File: src/rtl/jk_bank_ctrl.sv
// Command-driven sequencer for a bank of JK flip-flop cells.
// Commands queue in a small FIFO; each applies one JK op to masked bits for cmd_rep+1 edges.
module jk_bank_ctrl #(
    parameter int WIDTH = 8,
    parameter int REP_W = 4,
    parameter int DEPTH = 2
) (
    input  logic             clk,
    input  logic             rst,
    input  logic             cmd_valid,
    output logic             cmd_ready,
    input  logic [1:0]       cmd_op,
    input  logic [WIDTH-1:0] cmd_mask,
    input  logic [REP_W-1:0] cmd_rep,
    output logic [WIDTH-1:0] q,
    output logic [WIDTH-1:0] qb,
    output logic [WIDTH-1:0] j_bus,
    output logic [WIDTH-1:0] k_bus,
    output logic             busy,
    output logic             done
);

    localparam int PTR_W = (DEPTH > 1) ? $clog2(DEPTH) : 1;
    localparam int CNT_W = $clog2(DEPTH + 1);

    typedef enum logic {
        IDLE,
        APPLY
    } state_t;

    state_t state, state_next;

    logic [1:0]       op_mem   [DEPTH];
    logic [WIDTH-1:0] mask_mem [DEPTH];
    logic [REP_W-1:0] rep_mem  [DEPTH];

    logic [PTR_W-1:0] wr_ptr, rd_ptr;
    logic [CNT_W-1:0] count;

    logic [1:0]       act_op;
    logic [WIDTH-1:0] act_mask;
    logic [REP_W-1:0] rep_cnt;

    logic push, pop, fifo_empty, last_app;

    // Ready comes only from the registered count, so a full FIFO never takes a push on a pop edge.
    assign cmd_ready  = (count != CNT_W'(DEPTH));
    assign fifo_empty = (count == '0);
    assign push       = cmd_valid && cmd_ready;
    assign last_app   = (state == APPLY) && (rep_cnt == '0);
    assign busy       = (state == APPLY) || !fifo_empty;
    assign qb         = ~q;

    always_comb begin
        // NOTE: every output of this block gets a default first, so no path can infer a latch.
        state_next = state;
        pop        = 1'b0;
        j_bus      = '0;
        k_bus      = '0;
        unique case (state)
            IDLE: begin
                if (!fifo_empty) begin
                    pop        = 1'b1;
                    state_next = APPLY;
                end
            end
            APPLY: begin
                j_bus = act_mask & {WIDTH{act_op[1]}};
                k_bus = act_mask & {WIDTH{act_op[0]}};
                if (rep_cnt == '0) begin
                    if (!fifo_empty) pop = 1'b1;
                    else             state_next = IDLE;
                end
            end
            default: state_next = IDLE;
        endcase
    end

    // NOTE: the FIFO storage has no reset; the count and pointers alone decide which entries are valid.
    always_ff @(posedge clk) begin
        if (push) begin
            op_mem[wr_ptr]   <= cmd_op;
            mask_mem[wr_ptr] <= cmd_mask;
            rep_mem[wr_ptr]  <= cmd_rep;
        end
    end

    // NOTE: all sequential state uses non-blocking assignments so every register samples pre-edge values.
    always_ff @(posedge clk or posedge rst) begin
        if (rst) begin
            wr_ptr <= '0;
            rd_ptr <= '0;
            count  <= '0;
        end else begin
            if (push) wr_ptr <= wr_ptr + PTR_W'(1);
            if (pop)  rd_ptr <= rd_ptr + PTR_W'(1);
            unique case ({push, pop})
                2'b10:   count <= count + CNT_W'(1);
                2'b01:   count <= count - CNT_W'(1);
                default: count <= count;
            endcase
        end
    end

    always_ff @(posedge clk or posedge rst) begin
        if (rst) begin
            state    <= IDLE;
            act_op   <= '0;
            act_mask <= '0;
            rep_cnt  <= '0;
            done     <= 1'b0;
        end else begin
            state <= state_next;
            done  <= last_app;
            if (pop) begin
                act_op   <= op_mem[rd_ptr];
                act_mask <= mask_mem[rd_ptr];
                rep_cnt  <= rep_mem[rd_ptr];
            end else if (state == APPLY && rep_cnt != '0) begin
                rep_cnt <= rep_cnt - REP_W'(1);
            end
        end
    end

    // JK characteristic equation; j_bus/k_bus are zero outside APPLY, which reduces to hold.
    always_ff @(posedge clk or posedge rst) begin
        if (rst) q <= '0;
        else     q <= (j_bus & ~q) | (~k_bus & q);
    end

endmodule

File: config.mk
export PLATFORM = sky130hd
export DESIGN_NAME = jk_bank_ctrl
export DESIGN_NICKNAME = d
export VERILOG_FILES = /design/src/rtl/jk_bank_ctrl.sv
export SDC_FILE = /design/constraint.sdc
export NUM_CORES = 1
export LEC_CHECK = 0
export ABC_AREA = 1
export CORE_ASPECT_RATIO = 1.1
export CORE_MARGIN = 2
export CORE_UTILIZATION = 54
export DETAILED_ROUTE_END_ITERATION = 10
export PLACE_DENSITY = 0.84
export REMOVE_ABC_BUFFERS = 1
export SLEW_MARGIN = 20
export SYNTH_ARGS = -nofsm -noshare
export SYNTH_HDL_FRONTEND = slang
export SYNTH_SLANG_ARGS = --single-unit
export TNS_END_PERCENT = 30
File: constraint.sdc
create_clock -name clk -period 5.5 [get_ports clk]
set_clock_uncertainty 0.2 [all_clocks]
set_input_delay 0.825 -clock clk [delete_from_list [all_inputs] [get_ports clk]]
set_output_delay 0.825 -clock clk [all_outputs]
set_load 0.02 [all_outputs]
## Word level (Yosys, flattened, before mapping)

Memory sizes are Yosys's and may differ from the RTL's. A register that Yosys moved wholly into a read port is not among the register bits.
Index checks and enable logic that the tools add are counted.

- Add/subtract/negate cells: 5
- Eq/ne operators: 3
- Muxes and demuxes: 12
- Bitwise gates (word level): 8
- Reduce and logical (&&, ||, !) cells: 10

Operator list:

| cell | number |
|---|---|
| $and A8 B8 Y8 | 4 |
| $mux W8 | 2 |
| $not A8 Y8 | 2 |
| $mux W4 | 2 |
| $or A8 B8 Y8 | 1 |
| $mux W1 | 5 |
| $logic_not A4 Y1 | 1 |
| $pmux W1 S2 | 2 |
| $pmux W2 S2 | 1 |
| $reduce_bool A2 Y1 | 2 |
| $reduce_bool A4 Y1 | 1 |
| $sub A4 B1 Y4 const B | 1 |
| $logic_and A1 B1 Y1 | 3 |
| $add A1 B1 Y1 const B | 2 |
| $add A2 B1 Y2 const B | 1 |
| $eq A2 B1 Y1 const B | 1 |
| $eq A2 B2 Y1 const B | 1 |
| $logic_not A2 Y1 | 1 |
| $ne A2 B2 Y1 const B | 1 |
| $sub A2 B1 Y2 const B | 1 |
| $logic_not A1 Y1 | 1 |
| $logic_or A1 B1 Y1 | 1 |
| $not A1 Y1 | 1 |

- Register bits: 18
- Bits in writable memories: 28
- Output and inout port bits: 35
- Logic and storage cells: 48
- Memories: 3

Memories:

| name | depth | width | rd ports | clocked after memory_dff | wr ports | RTL line | source |
|---|---|---|---|---|---|---|---|
| mask_mem | 2 | 8 | 1 | 1 | 1 | 34 | `logic [WIDTH-1:0] mask_mem [DEPTH];` |
| rep_mem | 2 | 4 | 1 | 0 | 1 | 35 | `logic [REP_W-1:0] rep_mem [DEPTH];` |
| op_mem | 2 | 2 | 1 | 1 | 1 | 33 | `logic [1:0] op_mem [DEPTH];` |

## Logic depth before layout (Yosys ltp)

Gate-level depths: netlist of run 1.

- Word-level depth: 6
- Gate-level depth with buffers: 10
- Depth with buffers taken out: 10

## Worst setup path after synthesis of run 1

Ideal clock, no wire load.

- Path kind: input-to-reg
- Start point: input cmd_valid
- End point: memory mask_mem[1][0] (enable)
- Setup time: 386 ps
- Arrival time: 1560 ps
- Setup slack: 3354 ps
- Stages on the path: 2
- Buffers on the path: 0
- Cells stage by stage: nand2_1 > nor2_1

- Cells in the longest elaborated chain, start to end: 3

Ends and longest elaborated chain:

| element | RTL line | source |
|---|---|---|
| from (decl) | 10 | `input logic cmd_valid,` |
| $logic_and A1 B1 Y1 | 49 | `assign push = cmd_valid && cmd_ready;` |
| $mux W1 | 81 | `if (push) begin` |
| $mux W1 (not written as such) | 83 | `mask_mem[wr_ptr] <= cmd_mask;` |
| to (decl) | 34 |  |

No other way between the ends.

## Final worst setup path of run 1

- Start point: register state
- End point: output k_bus[3]

- Cells in the longest elaborated chain, start to end: 1

Ends and longest elaborated chain:

| element | RTL line | source |
|---|---|---|
| from (decl) | 31 | `state_t state, state_next;` |
| from (signal assigned) | 113 | `state <= state_next;` |
| $mux W8 | 60 | `unique case (state)` |
| to (decl) | 18 | `output logic [WIDTH-1:0] k_bus,` |

No other way between the ends.

==> results of run 1 <==
==> routing by layer <==
layer | part of all wire | wire length, µm | track usage | vias to the layer above
li1 | - | - | - | 797
met2 | 0.51 | 2016 | 0.3137 | 41
met5 | 0 | 0 | 0 | -
met4 | 0.020 | 80 | 0.08000 | 0
met3 | 0.046 | 181 | 0.04690 | 5
met1 | 0.42 | 1678 | 0.2163 | 716
==> layout by cell type, fill, tap and decap left out, drive strengths merged <==
cell type       n
xor2            3
dfrtp          28
inv            30
clkbuf          6
clkdlybuf4s50  51
ha              3
xnor2           1
edfxtp         28
clkinv          1
mux2i          10
a21oi           3
nor2            8
nand3           5
o211ai          1
nor3           16
o21ai          21
nand2          47
clkinvlp        1
==> final timing paths <==
kind | start | endpoint | slack [ns] | depth (start not counted)
worst max-delay path | state | k_bus[3] | 2.64 | 3
worst min-delay path | act_mask[7] | act_mask[7] | 0.29 | 2
worst max register to register | rep_cnt[0] | count[1] | 3.28 | 10
worst min register to register | act_mask[7] | act_mask[7] | 0.29 | 2
max in group asynchronous | rst | act_mask[3] | 4.02 | 2
min in group asynchronous | rst | q[1] | 0.69 | 2
==> kinds of logic (layout without fill, tap and decap cells) <==
group	count (synthesis)	in the layout	synth area share
buf+inv	35	89	0.07035
simple gates	76	76	0.1526
fa+ha+maj	3	3	0.01552
compound gates	25	25	0.06828
xor+xnor	4	4	0.01449
flops	56	56	0.6374
mux	10	10	0.04139
==> power by group through the flow <==
| stage | logic [µW] | registers, µW | clock network [µW] |
|---|---|---|---|
| 2_1_floorplan | 519 | 721 | 0 |
| 3_3_place_gp | 849 | 694 | 0 |
| 3_5_place_dp | 873 | 703 | 0 |
| 4_1_cts | 880 | 694 | 220 |
| 5_1_grt | 967 | 710 | 242 |
| 6_report | 874 | 693 | 217 |
==> registers in the layout (all words and copies together) (netlist names), 2 cells and up <==
signal / cells
mask_mem: 16
act_mask: 8
q: 8
rep_mem: 8
op_mem: 4
rep_cnt: 4
act_op: 2
count: 2
==> worst reg2reg max path: stages, from the launching register on <==
cell	delay, ns
sky130_fd_sc_hd__dfrtp_1	0.36
sky130_fd_sc_hd__inv_1	0.09
sky130_fd_sc_hd__ha_1	0.22
sky130_fd_sc_hd__nand2_2	0.09
sky130_fd_sc_hd__nand2_4	0.09
sky130_fd_sc_hd__nand2_4	0.27
sky130_fd_sc_hd__inv_1	0.10
sky130_fd_sc_hd__ha_1	0.31
sky130_fd_sc_hd__a21oi_1	0.12
sky130_fd_sc_hd__o21ai_0	0.11
sky130_fd_sc_hd__xor2_1	0.15
==> per-stage QoR <==
step | area [µm²] | hold WS (ns) | std cells | setup slack (ns)
6_report | 3033 | 0.2893 | 317 | 2.637
5_1_grt | 3033 | 0.3206 | 317 | 2.468
4_1_cts | 3028 | 0.2939 | 317 | 2.636
3_5_place_dp | 2939 | 0.2717 | 309 | 2.592
3_3_place_gp | 2939 | 0.2653 | 309 | 2.645
2_1_floorplan | 2361 | 0.2550 | 204 | 3.354
==> cell type report <==
class | instances | area [µm²] | share of cell area
multi-input combinational | 118 | 711.9 | 0.2347
clock buffer | 6 | 72.57 | 0.02393
sequential | 56 | 1541 | 0.5083
inverter | 30 | 112.6 | 0.03713
clock inverter | 2 | 16.27 | 0.005363
timing repair buffer | 51 | 510.5 | 0.1683
tap | 54 | 67.56 | 0.02228
==> run_summary.xml, run 1 <==
<?xml version="1.0" encoding="UTF-8"?>
<metrics>
  <group name="clocking">
    <metric name="clk_transition_reported_paths" unit="ns">0.10</metric>
    <metric name="worstSkewPairLatency" unit="ns">0.31</metric>
    <metric name="ctsHtreeMaxLevel" unit="">2</metric>
    <metric name="cts_tree" unit="">built</metric>
    <metric name="post-cts-setup-buffers" unit="">0</metric>
    <metric name="number_of_resized_instances_in_the_post_cts_repair_step" unit="">0</metric>
    <metric name="cts.root.buffer_cell" unit="">sky130_fd_sc_hd__clkbuf_8</metric>
    <metric name="cts_sinks" unit="">56</metric>
    <metric name="cts_made_buffers" unit="">5</metric>
    <metric name="holdBufCountCts" unit="">0</metric>
    <metric name="max-clock-path-buffers" unit="">2</metric>
  </group>
  <group name="setup_path">
    <metric name="timing.critical_path.max_delay_family" unit="">buffers and inverters</metric>
    <metric name="critical_path.max_stage_delay" unit="ns">0.65</metric>
    <metric name="critPathCaptureType" unit="">output port</metric>
    <metric name="critical_path.slowest_cell" unit="">sky130_fd_sc_hd__clkdlybuf4s50_1</metric>
    <metric name="path_buf_inv" unit="">2</metric>
    <metric name="cp-start-kind" unit="">register</metric>
    <metric name="critical_path_arrival" unit="ns">1.84</metric>
    <metric name="critical_path_required" unit="ns">4.47</metric>
    <metric name="cells_along_the_critical_path" unit="">inv_2, nor3_1, clkdlybuf4s50_1</metric>
    <metric name="max_fo_critical_path" unit="">19</metric>
    <metric name="critPathKind" unit="">register to output port</metric>
  </group>
  <group name="floorplan">
    <metric name="die-width" unit="µm">67.81</metric>
    <metric name="ios" unit="">52</metric>
    <metric name="core.rowCount" unit="">25</metric>
    <metric name="core" unit="µm²">4317</metric>
    <metric name="die_h" unit="µm">74.19</metric>
    <metric name="floorplan.initialDensity" unit="">0.5603</metric>
    <metric name="fp.dieArea" unit="µm²">5031</metric>
  </group>
  <group name="cells_and_area">
    <metric name="finish.net_count" unit="">282</metric>
    <metric name="fillCellCount" unit="">322</metric>
    <metric name="drive_gt1_frac" unit="">0.1255</metric>
    <metric name="inserted_diodes" unit="">0</metric>
    <metric name="final_util" unit="">0.7026</metric>
    <metric name="syn2layout_area_growth" unit="%">25.40</metric>
  </group>
  <group name="timing">
    <metric name="maxClockFrequency" unit="MHz">349.3</metric>
    <metric name="min_period_over_period" unit="">0.5205</metric>
    <metric name="setup_total_negative_slack" unit="ns">0</metric>
    <metric name="rsz0062_at_grt" unit="">no</metric>
    <metric name="setup_viol" unit="">0</metric>
    <metric name="final_hold_violation_count" unit="">0</metric>
    <metric name="slew-limit-headroom" unit="">0.5082</metric>
    <metric name="crit_path_time_final" unit="ns">2.863</metric>
    <metric name="max_slew.worst_pin.slew" unit="ns">0.7369</metric>
    <metric name="final_max_slew_viol_count" unit="">0</metric>
  </group>
  <group name="synthesis">
    <metric name="post-synth-top-count-cell" unit="">sky130_fd_sc_hd__nand2_1</metric>
    <metric name="synth_sequential_area_ratio" unit="">0.6374</metric>
    <metric name="synthesis.area" unit="µm²">2419</metric>
    <metric name="synth_cell_type_count" unit="">25</metric>
    <metric name="synth.top_cells.by_count" unit="">sky130_fd_sc_hd__nand2_1, sky130_fd_sc_hd__inv_1, sky130_fd_sc_hd__dfrtp_1, sky130_fd_sc_hd__edfxtp_1, sky130_fd_sc_hd__o21ai_0</metric>
    <metric name="synth.area.top_cells" unit="">sky130_fd_sc_hd__edfxtp_1, sky130_fd_sc_hd__dfrtp_1, sky130_fd_sc_hd__nand2_1</metric>
    <metric name="postSynthCellCount" unit="">209</metric>
    <metric name="synth_edf_count" unit="">28</metric>
    <metric name="postSynthAreaPerCell" unit="µm²">11.57</metric>
    <metric name="postSynth.topFlopCell" unit="">sky130_fd_sc_hd__edfxtp_1</metric>
    <metric name="asyncSetResetFlopFracSynth" unit="">0.5000</metric>
    <metric name="synthesis.yosys.warnings" unit="">0</metric>
    <metric name="synth.largest_area_cell" unit="">sky130_fd_sc_hd__edfxtp_1</metric>
    <metric name="synth_largest_type_area_fraction" unit="">0.3476</metric>
    <metric name="postSynthRegisterBits" unit="">56</metric>
  </group>
  <group name="pwr">
    <metric name="power.clock.fraction" unit="">0.122</metric>
    <metric name="power_frac_comb" unit="">0.490</metric>
    <metric name="switching_share" unit="">0.4047</metric>
    <metric name="power.leakage" unit="µW">0.001295</metric>
    <metric name="vdd_drop_max" unit="V">0.0002839</metric>
    <metric name="net-switching-power" unit="µW">721.9</metric>
    <metric name="internal_power" unit="µW">1062</metric>
    <metric name="seq_power_share" unit="">0.388</metric>
    <metric name="power" unit="µW">1784</metric>
    <metric name="power_density" unit="nW/µm²">588.1</metric>
  </group>
  <group name="global_route">
    <metric name="antenna_found_initial" unit="">0</metric>
    <metric name="grt_pass1_wl" unit="µm">6610</metric>
    <metric name="global_route.usage.total" unit="">0.1825</metric>
    <metric name="largest_net_degree_at_the_start_of_global_routing" unit="">29</metric>
    <metric name="number_of_global_route_vias_before_repair" unit="">1501</metric>
    <metric name="gr-total-overflow" unit="">0</metric>
  </group>
  <group name="placed_design">
    <metric name="buffer_ports.inserted" unit="">51</metric>
    <metric name="place_congestion" unit="">0.7178</metric>
    <metric name="hpwlAfterDp" unit="µm">2852</metric>
  </group>
  <group name="route">
    <metric name="wl_per_cell" unit="µm">12.48</metric>
    <metric name="drt_wl_total" unit="µm">3956</metric>
    <metric name="first_pass_iters" unit="">4</metric>
    <metric name="ant_nets" unit="">0</metric>
    <metric name="detailroute.via_count" unit="">1559</metric>
    <metric name="drc" unit="">0</metric>
    <metric name="avgViaCountPerCell" unit="">4.918</metric>
    <metric name="detail_route.iter0.violations" unit="">69</metric>
  </group>
  <group name="worst_hold_path">
    <metric name="timing.hold.worst.class" unit="">register to register</metric>
  </group>
  <group name="outcome">
    <metric name="run_status" unit="">finished clean</metric>
  </group>
  <group name="job">
    <metric name="max-cap-violations" unit="">0</metric>
  </group>
</metrics>
(Power assumes the default switching activity.)
==> run 2: changes to the inputs <==
- CORE_UTILIZATION: 54 -> 50
- PLACE_DENSITY: 0.84 -> 0.79
- clock period: 5.5 -> 3 ns (I/O delays scaled with it)
==> run_summary.xml, run 2 (synthesis results as in run 1) <==
<?xml version="1.0" encoding="UTF-8"?>
<metrics>
  <group name="job">
    <metric name="max-cap-violations" unit="">0</metric>
  </group>
  <group name="timing">
    <metric name="final_hold_violation_count" unit="">0</metric>
    <metric name="final_max_slew_viol_count" unit="">0</metric>
    <metric name="crit_path_time_final" unit="ns">2.489</metric>
    <metric name="max_slew.worst_pin.slew" unit="ns">0.6541</metric>
    <metric name="rsz0062_at_grt" unit="">no</metric>
    <metric name="maxClockFrequency" unit="MHz">401.7</metric>
    <metric name="setup_ws_final" unit="ns">0.5108</metric>
    <metric name="setup_viol" unit="">0</metric>
    <metric name="setup_total_negative_slack" unit="ns">0</metric>
    <metric name="min_period_over_period" unit="">0.8297</metric>
    <metric name="slew-limit-headroom" unit="">0.5640</metric>
  </group>
  <group name="floorplan">
    <metric name="core.rowCount" unit="">26</metric>
    <metric name="core" unit="µm²">4652</metric>
    <metric name="die-width" unit="µm">70.31</metric>
    <metric name="floorplan.initialDensity" unit="">0.5199</metric>
    <metric name="ios" unit="">52</metric>
    <metric name="fp.dieArea" unit="µm²">5410</metric>
    <metric name="die_h" unit="µm">76.95</metric>
  </group>
  <group name="pwr">
    <metric name="power_density" unit="nW/µm²">1110</metric>
    <metric name="power_frac_comb" unit="">0.470</metric>
    <metric name="power" unit="µW">3433</metric>
    <metric name="internal_power" unit="µW">2117</metric>
    <metric name="power.clock.fraction" unit="">0.162</metric>
    <metric name="net-switching-power" unit="µW">1316</metric>
    <metric name="power.leakage" unit="µW">0.001334</metric>
    <metric name="switching_share" unit="">0.3832</metric>
    <metric name="vdd_drop_max" unit="V">0.0004463</metric>
    <metric name="seq_power_share" unit="">0.369</metric>
  </group>
  <group name="clocking">
    <metric name="cts_tree" unit="">built</metric>
    <metric name="holdBufCountCts" unit="">0</metric>
    <metric name="max-clock-path-buffers" unit="">2</metric>
    <metric name="cts_sinks" unit="">56</metric>
    <metric name="worstSkewPairLatency" unit="ns">0.30</metric>
    <metric name="clk_transition_reported_paths" unit="ns">0.09</metric>
    <metric name="post-cts-setup-buffers" unit="">0</metric>
    <metric name="ctsHtreeMaxLevel" unit="">2</metric>
    <metric name="cts.root.buffer_cell" unit="">sky130_fd_sc_hd__clkbuf_8</metric>
    <metric name="cts_made_buffers" unit="">5</metric>
    <metric name="number_of_resized_instances_in_the_post_cts_repair_step" unit="">0</metric>
  </group>
  <group name="placed_design">
    <metric name="place_congestion" unit="">0.7895</metric>
    <metric name="place_worst_setup_slack" unit="ns">0.7528</metric>
    <metric name="hpwlAfterDp" unit="µm">3017</metric>
    <metric name="buffer_ports.inserted" unit="">51</metric>
  </group>
  <group name="setup_path">
    <metric name="max_fo_critical_path" unit="">19</metric>
    <metric name="destination_of_the_critical_timing_path" unit="">k_bus[2]</metric>
    <metric name="rr_endpoint" unit="">count[1]</metric>
    <metric name="critical_path_required" unit="ns">2.35</metric>
    <metric name="rrSetupSlack" unit="ns">0.76</metric>
    <metric name="cp-start-kind" unit="">register</metric>
    <metric name="ff2ff_path_depth" unit="">10</metric>
    <metric name="critPathCaptureType" unit="">output port</metric>
    <metric name="critical_path_arrival" unit="ns">1.84</metric>
    <metric name="critical_path.max_stage_delay" unit="ns">0.66</metric>
    <metric name="cells_along_the_critical_path" unit="">inv_2, nor3_1, clkdlybuf4s50_1</metric>
    <metric name="crit_path_start" unit="">state</metric>
    <metric name="path_buf_inv" unit="">2</metric>
    <metric name="critical_path.slowest_cell" unit="">sky130_fd_sc_hd__clkdlybuf4s50_1</metric>
    <metric name="timing.critical_path.max_delay_family" unit="">buffers and inverters</metric>
    <metric name="regToRegStartpoint" unit="">rep_cnt[0]</metric>
    <metric name="crit_cells" unit="">3</metric>
    <metric name="critPathKind" unit="">register to output port</metric>
  </group>
  <group name="route">
    <metric name="drc" unit="">0</metric>
    <metric name="drt_wl_total" unit="µm">4138</metric>
    <metric name="wl_per_cell" unit="µm">12.89</metric>
    <metric name="detailroute.via_count" unit="">1595</metric>
    <metric name="detail_route.iter0.violations" unit="">109</metric>
    <metric name="ant_nets" unit="">0</metric>
    <metric name="avgViaCountPerCell" unit="">4.969</metric>
    <metric name="first_pass_iters" unit="">4</metric>
  </group>
  <group name="cells_and_area">
    <metric name="finish.net_count" unit="">285</metric>
    <metric name="largest_register_ffs" unit="">16</metric>
    <metric name="mostFrequentLayoutCells" unit="">sky130_fd_sc_hd__clkdlybuf4s50_1, sky130_fd_sc_hd__nand2_1, sky130_fd_sc_hd__inv_1</metric>
    <metric name="inserted_diodes" unit="">0</metric>
    <metric name="regMostFlops" unit="">mask_mem</metric>
    <metric name="fillCellCount" unit="">351</metric>
    <metric name="drive_gt1_frac" unit="">0.1245</metric>
    <metric name="syn2layout_area_growth" unit="%">27.88</metric>
    <metric name="leading_cell_type_in_the_layout_fill_and_taps_excluded" unit="">sky130_fd_sc_hd__clkdlybuf4s50_1</metric>
  </group>
  <group name="global_route">
    <metric name="antenna_found_initial" unit="">0</metric>
    <metric name="grt_pass1_wl" unit="µm">7148</metric>
    <metric name="number_of_global_route_vias_before_repair" unit="">1589</metric>
    <metric name="largest_net_degree_at_the_start_of_global_routing" unit="">29</metric>
    <metric name="gr-total-overflow" unit="">0</metric>
    <metric name="global_route.usage.total" unit="">0.1680</metric>
  </group>
  <group name="worst_hold_path">
    <metric name="timing.hold.worst.start" unit="">act_mask[6]</metric>
    <metric name="timing.hold.worst.class" unit="">register to register</metric>
  </group>
  <group name="outcome">
    <metric name="run_status" unit="">finished clean</metric>
  </group>
</metrics>
[run 2: final cells by class]
cell class                      count  area [µm²]  area share
Clock buffer                        5       68.82     0.02225
Clock inverter                      2       60.06     0.01942
Inverter                           30       112.6     0.03641
Multi-Input combinational cell    118       706.9      0.2286
Sequential cell                    56        1541      0.4984
Tap cell                           56       70.07     0.02265
Timing Repair Buffer               54       533.0      0.1723
[run 2: worst min-delay path by stage]
stage,end,slack [ns],depth (start not counted)
finish,act_mask[6],0.30,2
global route,act_mask[4],0.33,2
CTS,act_mask[6],0.30,2
detailed placement,act_op[1],0.27,2
global placement,act_op[1],0.27,2
floorplan,act_mask[0],0.25,2
[run 2: metal layers]
layer | part of all wire | GRT usage | wire length, µm | up-vias
li1 | - | - | - | 801
met2 | 0.50 | 0.2811 | 2079 | 40
met4 | 0.017 | 0.06346 | 72 | 0
met3 | 0.040 | 0.04074 | 165 | 6
met5 | 0 | 0 | 0 | -
met1 | 0.44 | 0.2100 | 1820 | 748
[run 2: through the flow]
stage                     area, µm²  hold WS [ns]  cells    util
after floorplan                2361        0.2550    204       -
after global placement         2964        0.2668    314  0.6372
after detailed placement       2964        0.2695    314  0.6372
after CTS                      3093        0.2980    321  0.6649
after global routing           3093        0.3271    321  0.6649
final                          3093        0.2972    321  0.6649
[run 2: power groups by stage]
stage	registers, µW	clock network, µW	logic (µW)
global placement	1270	0	1590
finish	1270	555	1610
global route	1310	597	1780
CTS	1270	565	1640
detailed placement	1280	0	1620
floorplan	1320	0	952
[run 2: worst reg2reg max path: stages, from the launching register on]
cell and delay (ns):
sky130_fd_sc_hd__dfrtp_1 0.35, sky130_fd_sc_hd__inv_1 0.09, sky130_fd_sc_hd__ha_1 0.22, sky130_fd_sc_hd__nand2_2 0.09, sky130_fd_sc_hd__nand2_4 0.08, sky130_fd_sc_hd__nand2_4 0.26, sky130_fd_sc_hd__inv_1 0.11, sky130_fd_sc_hd__ha_1 0.32
sky130_fd_sc_hd__a21oi_1 0.13, sky130_fd_sc_hd__o21ai_0 0.12, sky130_fd_sc_hd__xor2_1 0.15
